$ cat config.mk
export PLATFORM = sky130hd
export DESIGN_NAME = mem_ctrl_flat
export DESIGN_NICKNAME = d
export VERILOG_FILES = /design/src/rtl/mem_ctrl_pkg.sv /design/src/rtl/mem_ctrl_if.sv /design/src/rtl/mem_ctrl_arb.sv /design/src/rtl/mem_ctrl.sv /design/src/flat_wrapper.sv
export SDC_FILE = /design/constraint.sdc
export NUM_CORES = 1
export LEC_CHECK = 0
export BUFFER_PORTS_ARGS = -buffer_cell sky130_fd_sc_hd__buf_2
export CAP_MARGIN = 20
export CORE_UTILIZATION = 40
export CTS_BUF_LIST = sky130_fd_sc_hd__clkbuf_8 sky130_fd_sc_hd__clkbuf_16
export DETAILED_ROUTE_END_ITERATION = 10
export PLACE_DENSITY = 0.67
export SLEW_MARGIN = 20
export SYNTH_ARGS = -nofsm -noshare
export SYNTH_HDL_FRONTEND = slang
export SYNTH_HIERARCHICAL = 1
export SYNTH_SLANG_ARGS = --single-unit
$ cat constraint.sdc
create_clock -name clk -period 2.6 [get_ports clk]
set_input_delay 0.26 -clock clk [delete_from_list [all_inputs] [get_ports clk]]
set_output_delay 0.26 -clock clk [all_outputs]
set_load 0.01 [all_outputs]
$ cat src/rtl/mem_ctrl_pkg.sv
// Shared definitions for the unified-RAM port controller: length codes, FSM encodings, byte helpers.
// IoGuardEn follows the MEMCTRL_IO_GUARD_EN build macro.
package mem_ctrl_pkg;

  localparam logic        RstEnable = 1'b1;
  localparam logic [31:0] ZeroWord  = 32'h0000_0000;

  localparam logic [1:0] MemLen1 = 2'b00;
  localparam logic [1:0] MemLen2 = 2'b01;
  localparam logic [1:0] MemLen4 = 2'b10;

  // Address bit pair value that selects the IO region.
  localparam logic [1:0] IoSel = 2'b11;

`ifdef MEMCTRL_IO_GUARD_EN
  localparam bit IoGuardEn = 1'b1;
`else
  localparam bit IoGuardEn = 1'b0;
`endif

  typedef enum logic [1:0] {
    ST_IDLE  = 2'd0,
    ST_READ  = 2'd1,
    ST_WRITE = 2'd2
  } state_e;

  typedef enum logic {
    OWN_IF  = 1'b0,
    OWN_MEM = 1'b1
  } owner_e;

  // Length code 11 is treated as a full word.
  function automatic logic [2:0] len_bytes(input logic [1:0] len);
    case (len)
      MemLen1: return 3'd1;
      MemLen2: return 3'd2;
      default: return 3'd4;
    endcase
  endfunction

  function automatic logic [7:0] get_byte(input logic [31:0] w, input logic [1:0] i);
    return w[{i, 3'b000} +: 8];
  endfunction

  function automatic logic [31:0] put_byte(input logic [31:0] w, input logic [1:0] i,
                                           input logic [7:0] b);
    logic [31:0] r;
    r = w;
    r[{i, 3'b000} +: 8] = b;
    return r;
  endfunction

endpackage

$ cat src/rtl/mem_ctrl_if.sv
// Request/response and RAM-port bundle between the pipeline, mem_ctrl and the byte-wide RAM.
// io_buffer_full exists only when MEMCTRL_IO_GUARD_EN is defined.
interface mem_ctrl_if #(
  parameter int ADDR_W = 32
);
  logic              if_req;
  logic [ADDR_W-1:0] if_addr;
  logic              if_done;
  logic [31:0]       if_inst;

  logic              mem_req;
  logic              mem_we;
  logic [ADDR_W-1:0] mem_addr;
  logic [1:0]        mem_len;
  logic [31:0]       mem_wdata;
  logic              mem_done;
  logic [31:0]       mem_rdata;

  logic              stallreq_mem;
  logic              stallreq_if;

  logic [7:0]        ram_din;
  logic [7:0]        ram_dout;
  logic [ADDR_W-1:0] ram_a;
  logic              ram_wr;

`ifdef MEMCTRL_IO_GUARD_EN
  logic              io_buffer_full;
`endif

  // Requesters and the RAM side.
  modport master (
`ifdef MEMCTRL_IO_GUARD_EN
    output io_buffer_full,
`endif
    output if_req, if_addr, mem_req, mem_we, mem_addr, mem_len, mem_wdata, ram_din,
    input  if_done, if_inst, mem_done, mem_rdata, stallreq_mem, stallreq_if,
    input  ram_dout, ram_a, ram_wr
  );

  // The controller.
  modport slave (
`ifdef MEMCTRL_IO_GUARD_EN
    input  io_buffer_full,
`endif
    input  if_req, if_addr, mem_req, mem_we, mem_addr, mem_len, mem_wdata, ram_din,
    output if_done, if_inst, mem_done, mem_rdata, stallreq_mem, stallreq_if,
    output ram_dout, ram_a, ram_wr
  );
endinterface

$ cat src/rtl/mem_ctrl_arb.sv
// IDLE-state grant logic: MEM over IF, no grant while a done pulse is out or an IO gap is running.
module mem_ctrl_arb
  import mem_ctrl_pkg::*;
(
  input  logic idle,
  input  logic if_req,
  input  logic mem_req,
  input  logic mem_we,
  input  logic is_io,
  input  logic io_full,
  input  logic io_gap,
  input  logic if_done,
  input  logic mem_done,
  output logic grant_if,
  output logic grant_mem
);

  logic blocked;
  logic mem_hold;

  always_comb begin
    // A done pulse blocks the grant so the served requester gets a cycle to drop its request.
    blocked   = !idle || if_done || mem_done || io_gap;
    mem_hold  = IoGuardEn && mem_we && is_io && io_full;
    grant_mem = !blocked && mem_req && !mem_hold;
    grant_if  = !blocked && if_req && !grant_mem;
  end

endmodule

$ cat src/rtl/mem_ctrl.sv
// mem_ctrl: serialises IF/MEM 1/2/4-byte little-endian accesses onto the byte-wide unified RAM port.
// Define MEMCTRL_IO_GUARD_EN to add the io_buffer_full guard on IO-region stores.
module mem_ctrl
  import mem_ctrl_pkg::*;
#(
  parameter int ADDR_W     = 32,
  parameter int IO_SEL_BIT = 17
) (
  input logic       clk,
  input logic       rst,
  input logic       rdy,
  mem_ctrl_if.slave bus
);

  state_e            state_q, state_d;
  owner_e            owner_q;
  logic [2:0]        n_q, cnt_q;
  logic [1:0]        io_gap_q;
  logic              io_wr_q;
  logic [31:0]       data_q;
  logic [ADDR_W-1:0] ram_a_q;
  logic [7:0]        ram_dout_q;
  logic              ram_wr_q;
  logic              if_done_q, mem_done_q;
  logic [31:0]       if_inst_q, mem_rdata_q;

  logic              grant_if, grant_mem, is_io, io_full;
  logic              rd_last, wr_last;
  logic [1:0]        rd_idx, wr_idx;
  logic [31:0]       rd_word;

  assign is_io = (bus.mem_addr[IO_SEL_BIT -: 2] == IoSel);
`ifdef MEMCTRL_IO_GUARD_EN
  assign io_full = bus.io_buffer_full;
`else
  assign io_full = 1'b0;
`endif

  mem_ctrl_arb u_arb (
    .idle      (state_q == ST_IDLE),
    .if_req    (bus.if_req),
    .mem_req   (bus.mem_req),
    .mem_we    (bus.mem_we),
    .is_io     (is_io),
    .io_full   (io_full),
    .io_gap    (io_gap_q != 2'd0),
    .if_done   (if_done_q),
    .mem_done  (mem_done_q),
    .grant_if  (grant_if),
    .grant_mem (grant_mem)
  );

  // NOTE: sequential state uses non-blocking (<=) so every flop samples pre-edge values.
  always_ff @(posedge clk) begin
    if (rst == RstEnable) state_q <= ST_IDLE;
    else if (rdy)         state_q <= state_d;
  end

  // NOTE: default assignment first, so no path through this block can infer a latch.
  always_comb begin
    state_d = state_q;
    case (state_q)
      ST_IDLE:  if (grant_mem)     state_d = bus.mem_we ? ST_WRITE : ST_READ;
                else if (grant_if) state_d = ST_READ;
      ST_READ:  if (rd_last)       state_d = ST_IDLE;
      ST_WRITE: if (wr_last)       state_d = ST_IDLE;
      default:                     state_d = ST_IDLE;
    endcase
  end

  // Read byte i arrives in READ cycle cnt = i+1; the last capture coincides with cnt == n.
  always_comb begin
    rd_last = (state_q == ST_READ) && (cnt_q == n_q);
    wr_last = (state_q == ST_WRITE) && (cnt_q + 3'd1 == n_q);
    rd_idx  = cnt_q[1:0] - 2'd1;
    wr_idx  = cnt_q[1:0] + 2'd1;
    rd_word = put_byte(data_q, rd_idx, bus.ram_din);
  end

  always_ff @(posedge clk) begin
    if (rst == RstEnable) begin
      owner_q     <= OWN_IF;
      n_q         <= 3'd0;
      cnt_q       <= 3'd0;
      io_gap_q    <= 2'd0;
      io_wr_q     <= 1'b0;
      data_q      <= ZeroWord;
      ram_a_q     <= '0;
      ram_dout_q  <= 8'h00;
      ram_wr_q    <= 1'b0;
      if_done_q   <= 1'b0;
      mem_done_q  <= 1'b0;
      if_inst_q   <= ZeroWord;
      mem_rdata_q <= ZeroWord;
    end else if (rdy) begin
      if_done_q  <= 1'b0;
      mem_done_q <= 1'b0;
      if (io_gap_q != 2'd0) io_gap_q <= io_gap_q - 2'd1;
      case (state_q)
        ST_IDLE: if (grant_mem || grant_if) begin
          owner_q  <= grant_mem ? OWN_MEM : OWN_IF;
          ram_a_q  <= grant_mem ? bus.mem_addr : bus.if_addr;
          n_q      <= grant_mem ? len_bytes(bus.mem_len) : 3'd4;
          cnt_q    <= 3'd0;
          data_q   <= ZeroWord;
          ram_wr_q <= grant_mem && bus.mem_we;
          io_wr_q  <= IoGuardEn && grant_mem && bus.mem_we && is_io;
          if (grant_mem && bus.mem_we) ram_dout_q <= get_byte(bus.mem_wdata, 2'd0);
        end
        ST_READ: begin
          cnt_q <= cnt_q + 3'd1;
          if (cnt_q != 3'd0) data_q <= rd_word;
          if (cnt_q + 3'd1 < n_q) ram_a_q <= ram_a_q + ADDR_W'(1);
          if (rd_last) begin
            if (owner_q == OWN_IF) begin
              if_done_q <= 1'b1;
              if_inst_q <= rd_word;
            end else begin
              mem_done_q  <= 1'b1;
              mem_rdata_q <= rd_word;
            end
          end
        end
        ST_WRITE: begin
          cnt_q <= cnt_q + 3'd1;
          if (wr_last) begin
            ram_wr_q   <= 1'b0;
            mem_done_q <= 1'b1;
            // Two counts: one for the done cycle, one for the extra idle cycle after an IO store.
            if (io_wr_q) io_gap_q <= 2'd2;
          end else begin
            ram_a_q    <= ram_a_q + ADDR_W'(1);
            ram_dout_q <= get_byte(bus.mem_wdata, wr_idx);
          end
        end
        default: ;
      endcase
    end
  end

  assign bus.if_done      = if_done_q;
  assign bus.if_inst      = if_inst_q;
  assign bus.mem_done     = mem_done_q;
  assign bus.mem_rdata    = mem_rdata_q;
  assign bus.ram_a        = ram_a_q;
  assign bus.ram_dout     = ram_dout_q;
  assign bus.ram_wr       = ram_wr_q;
  assign bus.stallreq_mem = bus.mem_req & ~mem_done_q;
  assign bus.stallreq_if  = bus.if_req & ~if_done_q;

endmodule

$ cat src/flat_wrapper.sv
// flat-port wrapper written by rule: the top's interface ports become plain ports
module mem_ctrl_flat import mem_ctrl_pkg::*;
#(
  parameter int ADDR_W     = 32,
  parameter int IO_SEL_BIT = 17
)
  (clk, rst, rdy, bus_if_req, bus_if_addr, bus_mem_req, bus_mem_we, bus_mem_addr, bus_mem_len, bus_mem_wdata, bus_ram_din, bus_if_done, bus_if_inst, bus_mem_done, bus_mem_rdata, bus_stallreq_mem, bus_stallreq_if, bus_ram_dout, bus_ram_a, bus_ram_wr);
  mem_ctrl_if #(.ADDR_W(ADDR_W)) bus_i ();
  input logic clk;
  input logic rst;
  input logic rdy;
  input wire logic [$bits(bus_i.if_req)-1:0] bus_if_req;
  input wire logic [$bits(bus_i.if_addr)-1:0] bus_if_addr;
  input wire logic [$bits(bus_i.mem_req)-1:0] bus_mem_req;
  input wire logic [$bits(bus_i.mem_we)-1:0] bus_mem_we;
  input wire logic [$bits(bus_i.mem_addr)-1:0] bus_mem_addr;
  input wire logic [$bits(bus_i.mem_len)-1:0] bus_mem_len;
  input wire logic [$bits(bus_i.mem_wdata)-1:0] bus_mem_wdata;
  input wire logic [$bits(bus_i.ram_din)-1:0] bus_ram_din;
  output wire logic [$bits(bus_i.if_done)-1:0] bus_if_done;
  output wire logic [$bits(bus_i.if_inst)-1:0] bus_if_inst;
  output wire logic [$bits(bus_i.mem_done)-1:0] bus_mem_done;
  output wire logic [$bits(bus_i.mem_rdata)-1:0] bus_mem_rdata;
  output wire logic [$bits(bus_i.stallreq_mem)-1:0] bus_stallreq_mem;
  output wire logic [$bits(bus_i.stallreq_if)-1:0] bus_stallreq_if;
  output wire logic [$bits(bus_i.ram_dout)-1:0] bus_ram_dout;
  output wire logic [$bits(bus_i.ram_a)-1:0] bus_ram_a;
  output wire logic [$bits(bus_i.ram_wr)-1:0] bus_ram_wr;
  assign bus_i.if_req = bus_if_req;
  assign bus_i.if_addr = bus_if_addr;
  assign bus_i.mem_req = bus_mem_req;
  assign bus_i.mem_we = bus_mem_we;
  assign bus_i.mem_addr = bus_mem_addr;
  assign bus_i.mem_len = bus_mem_len;
  assign bus_i.mem_wdata = bus_mem_wdata;
  assign bus_i.ram_din = bus_ram_din;
  assign bus_if_done = bus_i.if_done;
  assign bus_if_inst = bus_i.if_inst;
  assign bus_mem_done = bus_i.mem_done;
  assign bus_mem_rdata = bus_i.mem_rdata;
  assign bus_stallreq_mem = bus_i.stallreq_mem;
  assign bus_stallreq_if = bus_i.stallreq_if;
  assign bus_ram_dout = bus_i.ram_dout;
  assign bus_ram_a = bus_i.ram_a;
  assign bus_ram_wr = bus_i.ram_wr;
  mem_ctrl #(.ADDR_W(ADDR_W), .IO_SEL_BIT(IO_SEL_BIT)) u_core (.clk(clk), .rst(rst), .rdy(rdy), .bus(bus_i));
endmodule
==> results.yml, run 1 <==
worst_setup_path:
  endpoint: "u_core/bus.ram_a[16]$_SDFFE_PP0P_"
  reg2reg_slack_ps: 100
  cp-startpoint: "u_core/cnt_q[0]$_SDFFE_PP0P_"
  r2r_start: "u_core/cnt_q[0]$_SDFFE_PP0P_"
  critical_path.startpoint_type: "flip-flop"
  rr_endpoint: "u_core/bus.ram_a[16]$_SDFFE_PP0P_"
  path_class: "flip-flop to flip-flop"
  crit_path_max_incr_delay_ps: 460
  critPathTopFamily: "simple AND/OR/NAND/NOR gates"
  crit_arrival_ps: 2820
  end_kind: "flip-flop"
  critPathRequiredTime_ps: 2920
  path_common_cell: "ha_1"
  worst_path_max_delay_cell: "or3_4"
  path_cells: "ha_1 -> xor2_1 -> ha_1 -> and4_1 -> nand3b_4 -> or3_4 -> buf_4 -> o21a_1 -> o21ba_2"
  crit_buf_inv: 1
  path_depth: 9
  crit_fanout: 8
  r2r_cells: 9
cts:
  cts_hold_buf: 0
  clock_latency_ps: 430
  cts_buffers: 17
  clkSlewWorstSetupHoldPaths_ps: 60
  clk_path_buf_depth: 2
  clkSinkCount: 150
  h-tree-depth: 4
  cts_tree: "built"
  ctsRootBufferMaster: "clkbuf_16"
final_layout:
  nNetsFinal: 1288
  insertedDiodeCount: 0
  drive_gt1_share_pct: 28.36
  final_common_cell: "buf_2"
  instances_no_fill: 1408
  final_cell_mix: "buf_2 (219), nor2_1 (161), dfxtp_1 (148), a21oi_1 (76), a211oi_1 (75)"
  seqCellArea_um2: 3005
  multi_input_area_um2: 4143
  areaGrowthSynthToFinish_pct: 28.95
  final.fill_count: 1801
power:
  power.density_nw_per_um2: 756.8
  vdd_drop_max_mv: 0.4429
  leakage_nw: 4.309
min_path:
  min_path_type: "input port to flip-flop"
floorplanning:
  die_y_um: 140.1
  ios: 221
  die_w_um: 140.1
  start_util_pct: 40.76
  num_rows: 50
  core_area_um2: 18710
  fp.dieArea_um2: 19620
job:
  maxCapViolations: 0
sta:
  finalCritPeriodShare_pct: 95.99
  hold_viol: 0
  max_freq_mhz: 400.7
  fin_setup_tns_ps: 0
  finalSetupViolations: 0
  worst_pin_slew_ps: 836.4
  slew_viol_final: 0
  rsz0062_at_grt: "false"
  relSlewSlack_pct: 44.09
  clock-skew-final_ps: 10.28
  finalCriticalPeriod_ps: 2496
route:
  num_vias: 7761
  drc: 0
  firstDrtPassIters: 5
  wl_met3_um: 1349
  wl_met1_um: 10080
  wl_per_cell_um: 16.14
  top_layer: "met4"
  final_antenna_net_count: 0
  drt_iter0_markers: 462
  wl_um: 22720
  wl_met2_um: 10890
  vias_per_cell: 5.512
run_status:
  status: "finished clean"
grt:
  antenna_found_initial: 0
  grt-ovfl-total: 0
  track_usage_pct: 22.70
  first_global_vias: 6961
  grt_pass1_wl_um: 35720
  grt_max_degree: 62
logic_synthesis:
  synth_cells: 947
  netlist_area_um2: 7624
  synth_warnings: 6
  syn_nets: 1074
  syn_area_per_cell_um2: 8.050
placed_design:
  dp_cells: 1372
  dp_hpwl_um: 15730
  place.port_buffers: 220
  gp_congestion: 0.8412
-- worst min-delay path by stage --
stage	to	cells after the start	startpoint
5_1_grt	u_core/n_q[1]$_SDFFE_PP0P_	3	bus_mem_len[0]
4_1_cts	u_core/n_q[1]$_SDFFE_PP0P_	3	bus_mem_len[0]
2_1_floorplan	u_core/n_q[1]$_SDFFE_PP0P_	2	bus_mem_len[0]
3_3_place_gp	u_core/bus.ram_dout[6]$_SDFFE_PP0P_	2	u_core/bus.ram_dout[6]$_SDFFE_PP0P_
6_report	u_core/n_q[1]$_SDFFE_PP0P_	3	bus_mem_len[0]
3_5_place_dp	u_core/bus.ram_wr$_SDFFE_PP0P_	2	u_core/bus.ram_wr$_SDFFE_PP0P_
-- tightest hold or removal path, delay by kind of cell --
kind	cells	cell delay [ps]
AND/OR/NAND/NOR	1	70
AO/OA/AOI/OAI	1	60
buffers and inverters	1	90
-- per-stage QoR --
| step | utilization (%) | cell area [µm²] | hold WS [ps] | setup slack [ps] | power (mW) |
|---|---|---|---|---|---|
| after floorplan | - | 7626 | 408.3 | 104.4 | 4.063 |
| after global placement | 48.74 | 9116 | 463.7 | 28.07 | 4.789 |
| after detailed placement | 48.74 | 9116 | 486.3 | -43.19 | 4.820 |
| after CTS | 51.94 | 9716 | 86.12 | 35.55 | 7.345 |
| after global routing | 52.56 | 9831 | 114.2 | 5.364 | 7.813 |
| final | 52.56 | 9831 | 88.04 | 104.4 | 7.440 |
-- registers in the layout, indices dropped and copies added (netlist names) --
name	cells
u_core/bus.mem_done	1
u_core/data_q	32
u_core/owner_q	1
u_core/io_gap_q	2
u_core/bus.ram_wr	1
u_core/bus.ram_a	32
u_core/state_q	2
u_core/n_q	3
u_core/cnt_q	3
u_core/bus.ram_dout	8
u_core/bus.if_inst	32
u_core/bus.if_done	1
u_core/bus.mem_rdata	32
-- routing by layer --
layer | global-route usage [%] | up-vias
li1 | - | 3834
met1 | 29.15 | 3618
met2 | 37.37 | 274
met3 | 5.265 | 35
met4 | 7.692 | 0
met5 | 0 | -
-- cell type report --
cell class | instances | share of cell area [%]
inverters | 60 | 2.304
repair buffers | 268 | 15.96
clock buffers | 17 | 4.327
flip-flops and latches | 150 | 30.57
multi-input cells | 664 | 42.14
clock inverters | 15 | 1.718
well taps | 234 | 2.978
-- report_power, final --
group          internal (mW)  switching (mW)
clock network           1.44            1.08
logic                  0.927            1.28
registers               2.51           0.205
total                   4.87            2.57
-- repair_timing --
item	4_1_cts	5_1_grt
pin swaps	0	4
resized for setup	1	11
endpoints found under the setup margin	3	39
buffers inserted	0	2
cloned	0	2
(Power assumes the default switching activity.)
==> run 2: changes to the inputs <==
Clock period 2.6 ns to 2 ns, I/O delays scaled along.
==> run 2 against run 1 <==
  * Die area unchanged
  * The run now ends with negative setup slack left
  * First-iteration DRC count rose by 48%
  * Non-clock buffer count up 101
  * Sequential cell count unchanged
==> results.yml, run 2 (same netlist as run 1, synthesis figures left out) <==
final_layout:
  final_cell_mix: "buf_2 (219), nor2_1 (147), dfxtp_1 (145), buf_4 (101), a21oi_1 (66)"
  final_common_cell: "buf_2"
  areaGrowthSynthToFinish_pct: 53.11
  final_design_area_no_fill_um2: 11670
  final.fill_count: 1529
  utilization_pct: 62.40
  nNetsFinal: 1390
  drive_gt1_share_pct: 44.12
cts:
  clock_latency_ps: 440
  cts_hold_buf: 0
  clk_path_buf_depth: 2
  clkSinkCount: 150
  cts_buffers: 17
  ctsRootBufferMaster: "clkbuf_16"
  clkSlewWorstSetupHoldPaths_ps: 70
  cts_tree: "built"
  h-tree-depth: 4
sta:
  rsz0062_at_grt: "true"
  relSlewSlack_pct: 65.78
  worst_slack_ps: -353.2
  holdWs_ps: 34.93
  max_freq_mhz: 425.0
  clock-skew-final_ps: 11.18
  finalCritPeriodShare_pct: 117.7
  slew_viol_final: 0
  finalCriticalPeriod_ps: 2353
  worst_pin_slew_ps: 513.3
  hold_viol: 0
  finalSetupViolations: 133
placed_design:
  dpl_cell_area_um2: 9927
  dp_hpwl_um: 16610
  gp_congestion: 0.8828
  place.port_buffers: 220
  post-place-ws_ps: -432.8
worst_setup_path:
  crit_arrival_ps: 2670
  critPathRequiredTime_ps: 2320
  end_kind: "flip-flop"
  reg2reg_slack_ps: -350
  path_class: "flip-flop to flip-flop"
  crit_fanout: 5
  critical_path.startpoint_type: "flip-flop"
route:
  wl_um: 26540
  drt_iter0_markers: 682
  num_vias: 8544
  firstDrtPassIters: 5
  vias_per_cell: 5.655
  drc: 0
  final_antenna_net_count: 0
  wl_per_cell_um: 17.57
power:
  p_total_mw: 11.01
  power.density_nw_per_um2: 942.8
  leakage_nw: 5.044
  vdd_drop_max_mv: 0.6838
run_status:
  violations: "negative setup slack"
  status: "finished, violations left"
floorplanning:
  start_util_pct: 40.76
  die_y_um: 140.1
  core_area_um2: 18710
  die_w_um: 140.1
  ios: 221
  fp.dieArea_um2: 19620
  num_rows: 50
grt:
  first_global_vias: 7901
  grt_max_degree: 99
  grt-ovfl-total: 0
  antenna_found_initial: 1
  track_usage_pct: 25.84
  grt_pass1_wl_um: 40410
min_path:
  min_path_type: "input port to flip-flop"
job:
  maxCapViolations: 0
run 2: layout make-up:
class                      count  area, µm²  area share [%]
clock inverter                13      136.4           1.168
sequential                   150       3014           25.82
inverter                      60      232.7           1.994
tap                          234      292.8           2.508
clock buffer                  19      452.9           3.880
antenna                        1      2.502         0.02144
timing repair buffer         369       2714           23.25
multi-input combinational    665       4827           41.36
run 2: per-stage QoR:
step / std cells / TNS [ps]
final: 1511 / -22840
after global placement: 1438 / -32710
after global routing: 1511 / -34710
after floorplan: 947 / -7667
after detailed placement: 1438 / -28430
after CTS: 1489 / -19350
run 2: power breakdown:
part	internal [mW]	total, mW	switching (mW)
Clock	1.82	3.23	1.41
Sequential	3.26	3.46	0.200
Combinational	2.05	4.31	2.27
run 2: worst paths after layout:
kind / startpoint / end / cells past startpoint
setup / recovery: u_core/cnt_q[0]$_SDFFE_PP0P_ / u_core/bus.ram_a[31]$_SDFFE_PP0P_ / 10
hold / removal: bus_mem_len[0] / u_core/n_q[1]$_SDFFE_PP0P_ / 3
setup reg to reg: u_core/cnt_q[0]$_SDFFE_PP0P_ / u_core/bus.ram_a[31]$_SDFFE_PP0P_ / 10
hold reg to reg: u_core/bus.ram_wr$_SDFFE_PP0P_ / u_core/bus.ram_wr$_SDFFE_PP0P_ / 2
run 2: routing by layer:
metal	routed length, µm	up-vias	GRT usage, %
met2	12480	365	42.66
li1	-	4041	-
met4	704	0	10.64
met5	0	-	0
met1	11480	4086	32.91
met3	1878	52	5.162
run 2: critical path: stages (launching register included):
cell	delay [ps]
dfxtp_4	370
ha_4	160
xor2_1	140
ha_1	330
and4_1	170
nand3b_4	170
buf_6	130
or3_4	440
buf_6	150
o21ai_4	110
a21oi_2	60
run 2: timing repair:
action / 4_1_cts / 5_1_grt
pin swaps: 31 / 46
gates resized for setup: 62 / 97
setup endpoints to repair: 141 / 142
gates cloned: 7 / 7
setup buffers: 12 / 16
==> run 3: changes to the inputs <==
Settings changed: CORE_UTILIZATION 40 to 47, PLACE_DENSITY 0.67 to not set, PLACE_DENSITY_LB_ADDON set to 0.25.
==> run 3 against run 2 <==
  * Clock power shrank 3%
  * Via count grew 0.34%
  * The flow still finishes with violations (negative setup slack)
  * Non-clock buffer count grew 9
  * Core utilization grew 10 points
  * Setup slack lost 19 ps
  * Largest cell class unchanged
  * Critical path depth grew 1
  * Clock skew shrank 1.6 ps
  * Largest power group unchanged
  * First-iteration DRC count grew 36%
  * Highest routed layer unchanged
  * Sequential power is essentially flat
  * Cell area shrank 1.5%
  * Die area shrank 15%
==> results.yml, run 3 (same netlist as run 1, synthesis figures left out) <==
worst_setup_path:
  rr_endpoint: "u_core/bus.ram_a[0]$_SDFFE_PP0P_"
  critPathRequiredTime_ps: 2350
  crit_buf_inv: 3
  reg2reg_slack_ps: -370
  crit_fanout: 5
  critPathTopFamily: "simple AND/OR/NAND/NOR gates"
  r2r_cells: 11
  worst_path_max_delay_cell: "dfxtp_4"
  crit_path_max_incr_delay_ps: 360
  path_common_cell: "buf_4"
  r2r_start: "u_core/cnt_q[1]$_SDFFE_PP0P_"
  critical_path.startpoint_type: "flip-flop"
  end_kind: "flip-flop"
  crit_arrival_ps: 2730
  path_class: "flip-flop to flip-flop"
  path_cells: "ha_4 -> xor2_1 -> ha_1 -> and4_1 -> nand3b_4 -> buf_4 -> nor3_4 -> buf_6 -> buf_4 -> o2111ai_1 -> a31oi_1"
route:
  drc: 0
  wl_per_cell_um: 17.56
  firstDrtPassIters: 5
  wl_um: 26330
  vias_per_cell: 5.719
  num_vias: 8573
  final_antenna_net_count: 0
  drt_iter0_markers: 930
placed_design:
  post-place-ws_ps: -442.6
  dp_cells: 1430
  dpl_cell_area_um2: 9973
  place.port_buffers: 220
  gp_congestion: 0.9358
  dp_hpwl_um: 16450
cts:
  cts_tree: "built"
  h-tree-depth: 4
  clock_latency_ps: 430
  cts_hold_buf: 0
  clk_path_buf_depth: 2
  clkSlewWorstSetupHoldPaths_ps: 60
  ctsRootBufferMaster: "clkbuf_16"
  cts_buffers: 17
  clkSinkCount: 150
floorplanning:
  ios: 221
  num_rows: 46
  die_y_um: 129.4
  core_area_um2: 15890
  fp.dieArea_um2: 16730
  start_util_pct: 47.99
  die_w_um: 129.4
run_status:
  status: "finished, violations left"
  violations: "negative setup slack"
grt:
  grt_max_degree: 69
  first_global_vias: 7910
  antenna_found_initial: 1
  track_usage_pct: 31.24
  grt_pass1_wl_um: 40620
  grt-ovfl-total: 0
sta:
  worst_pin_slew_ps: 475.5
  relSlewSlack_pct: 68.30
  fin_setup_tns_ps: -29600
  slew_viol_final: 0
  worst_slack_ps: -372.1
  max_freq_mhz: 421.6
  hold_viol: 0
  finalCriticalPeriod_ps: 2372
  finalCritPeriodShare_pct: 118.6
  rsz0062_at_grt: "true"
  finalSetupViolations: 142
  holdWs_ps: 36.42
  clock-skew-final_ps: 9.626
final_layout:
  nNetsFinal: 1398
  final_cell_mix: "buf_2 (219), nor2_1 (150), dfxtp_1 (144), buf_4 (115), a21oi_1 (69)"
  drive_gt1_share_pct: 42.51
  instances_no_fill: 1499
  final_design_area_no_fill_um2: 11500
  areaGrowthSynthToFinish_pct: 50.86
  final.fill_count: 1154
  final_common_cell: "buf_2"
power:
  vdd_drop_max_mv: 0.8393
  leakage_nw: 5.045
  power.density_nw_per_um2: 944.2
min_path:
  min_path_type: "input port to flip-flop"
  holdPathStages: 3
  min_from: "bus_mem_len[0]"
  worstHoldEndpoint: "u_core/n_q[1]$_SDFFE_PP0P_"
job:
  maxCapViolations: 0
[run 3: how the worst max path moves through the flow]
stage / slack, ps / to / cells after the start / from
floorplan: -310 / u_core/bus.ram_a[25]$_SDFFE_PP0P_ / 9 / u_core/cnt_q[0]$_SDFFE_PP0P_
global placement: -370 / u_core/bus.ram_a[26]$_SDFFE_PP0P_ / 8 / u_core/cnt_q[0]$_SDFFE_PP0P_
detailed placement: -440 / u_core/bus.ram_a[26]$_SDFFE_PP0P_ / 8 / u_core/cnt_q[0]$_SDFFE_PP0P_
CTS: -350 / u_core/bus.ram_a[0]$_SDFFE_PP0P_ / 9 / u_core/cnt_q[0]$_SDFFE_PP0P_
global route: -470 / u_core/bus.ram_a[26]$_SDFFE_PP0P_ / 10 / u_core/cnt_q[0]$_SDFFE_PP0P_
finish: -370 / u_core/bus.ram_a[0]$_SDFFE_PP0P_ / 11 / u_core/cnt_q[1]$_SDFFE_PP0P_
[run 3: where the power goes]
part / internal [mW] / total (mW) / switching (mW)
Sequential: 3.26 / 3.47 / 0.208
Clock: 1.84 / 3.13 / 1.29
Combinational: 2.07 / 4.26 / 2.19
[run 3: what timing repair did]
item                       in CTS  in global routing
setup endpoints to repair     143                143
resized for setup              72                 53
gates cloned                   12                  0
buffers inserted               23                  6
pin swaps                      56                 25
[run 3: layer usage]
metal  global-route usage (%)  share of wire (%)
met3                    7.349                8.4
met2                    52.25                 49
met1                    38.32                 40
met5                        0                  0
met4                    13.63                3.0
[run 3: cell type report]
class	instances	area, µm²	share of cell area, %
clock buffers	20	478.0	4.156
multi-input cells	664	4651	40.44
flip-flops and latches	150	3015	26.22
clock inverters	10	97.59	0.8486
repair buffers	378	2756	23.97
diodes	1	2.502	0.02176
inverters	60	230.2	2.002
well taps	216	270.3	2.350
[run 3: through the flow]
stage / total power [mW] / utilization, %
floorplan: 5.437 / -
global placement: 6.685 / 62.78
detailed placement: 6.729 / 62.78
CTS: 10.60 / 71.01
global route: 11.32 / 72.40
finish: 10.86 / 72.40
[run 3: tightest hold or removal path: stages]
cell	delay, ps
buf_2	90
a22oi_1	60
nor2_1	70
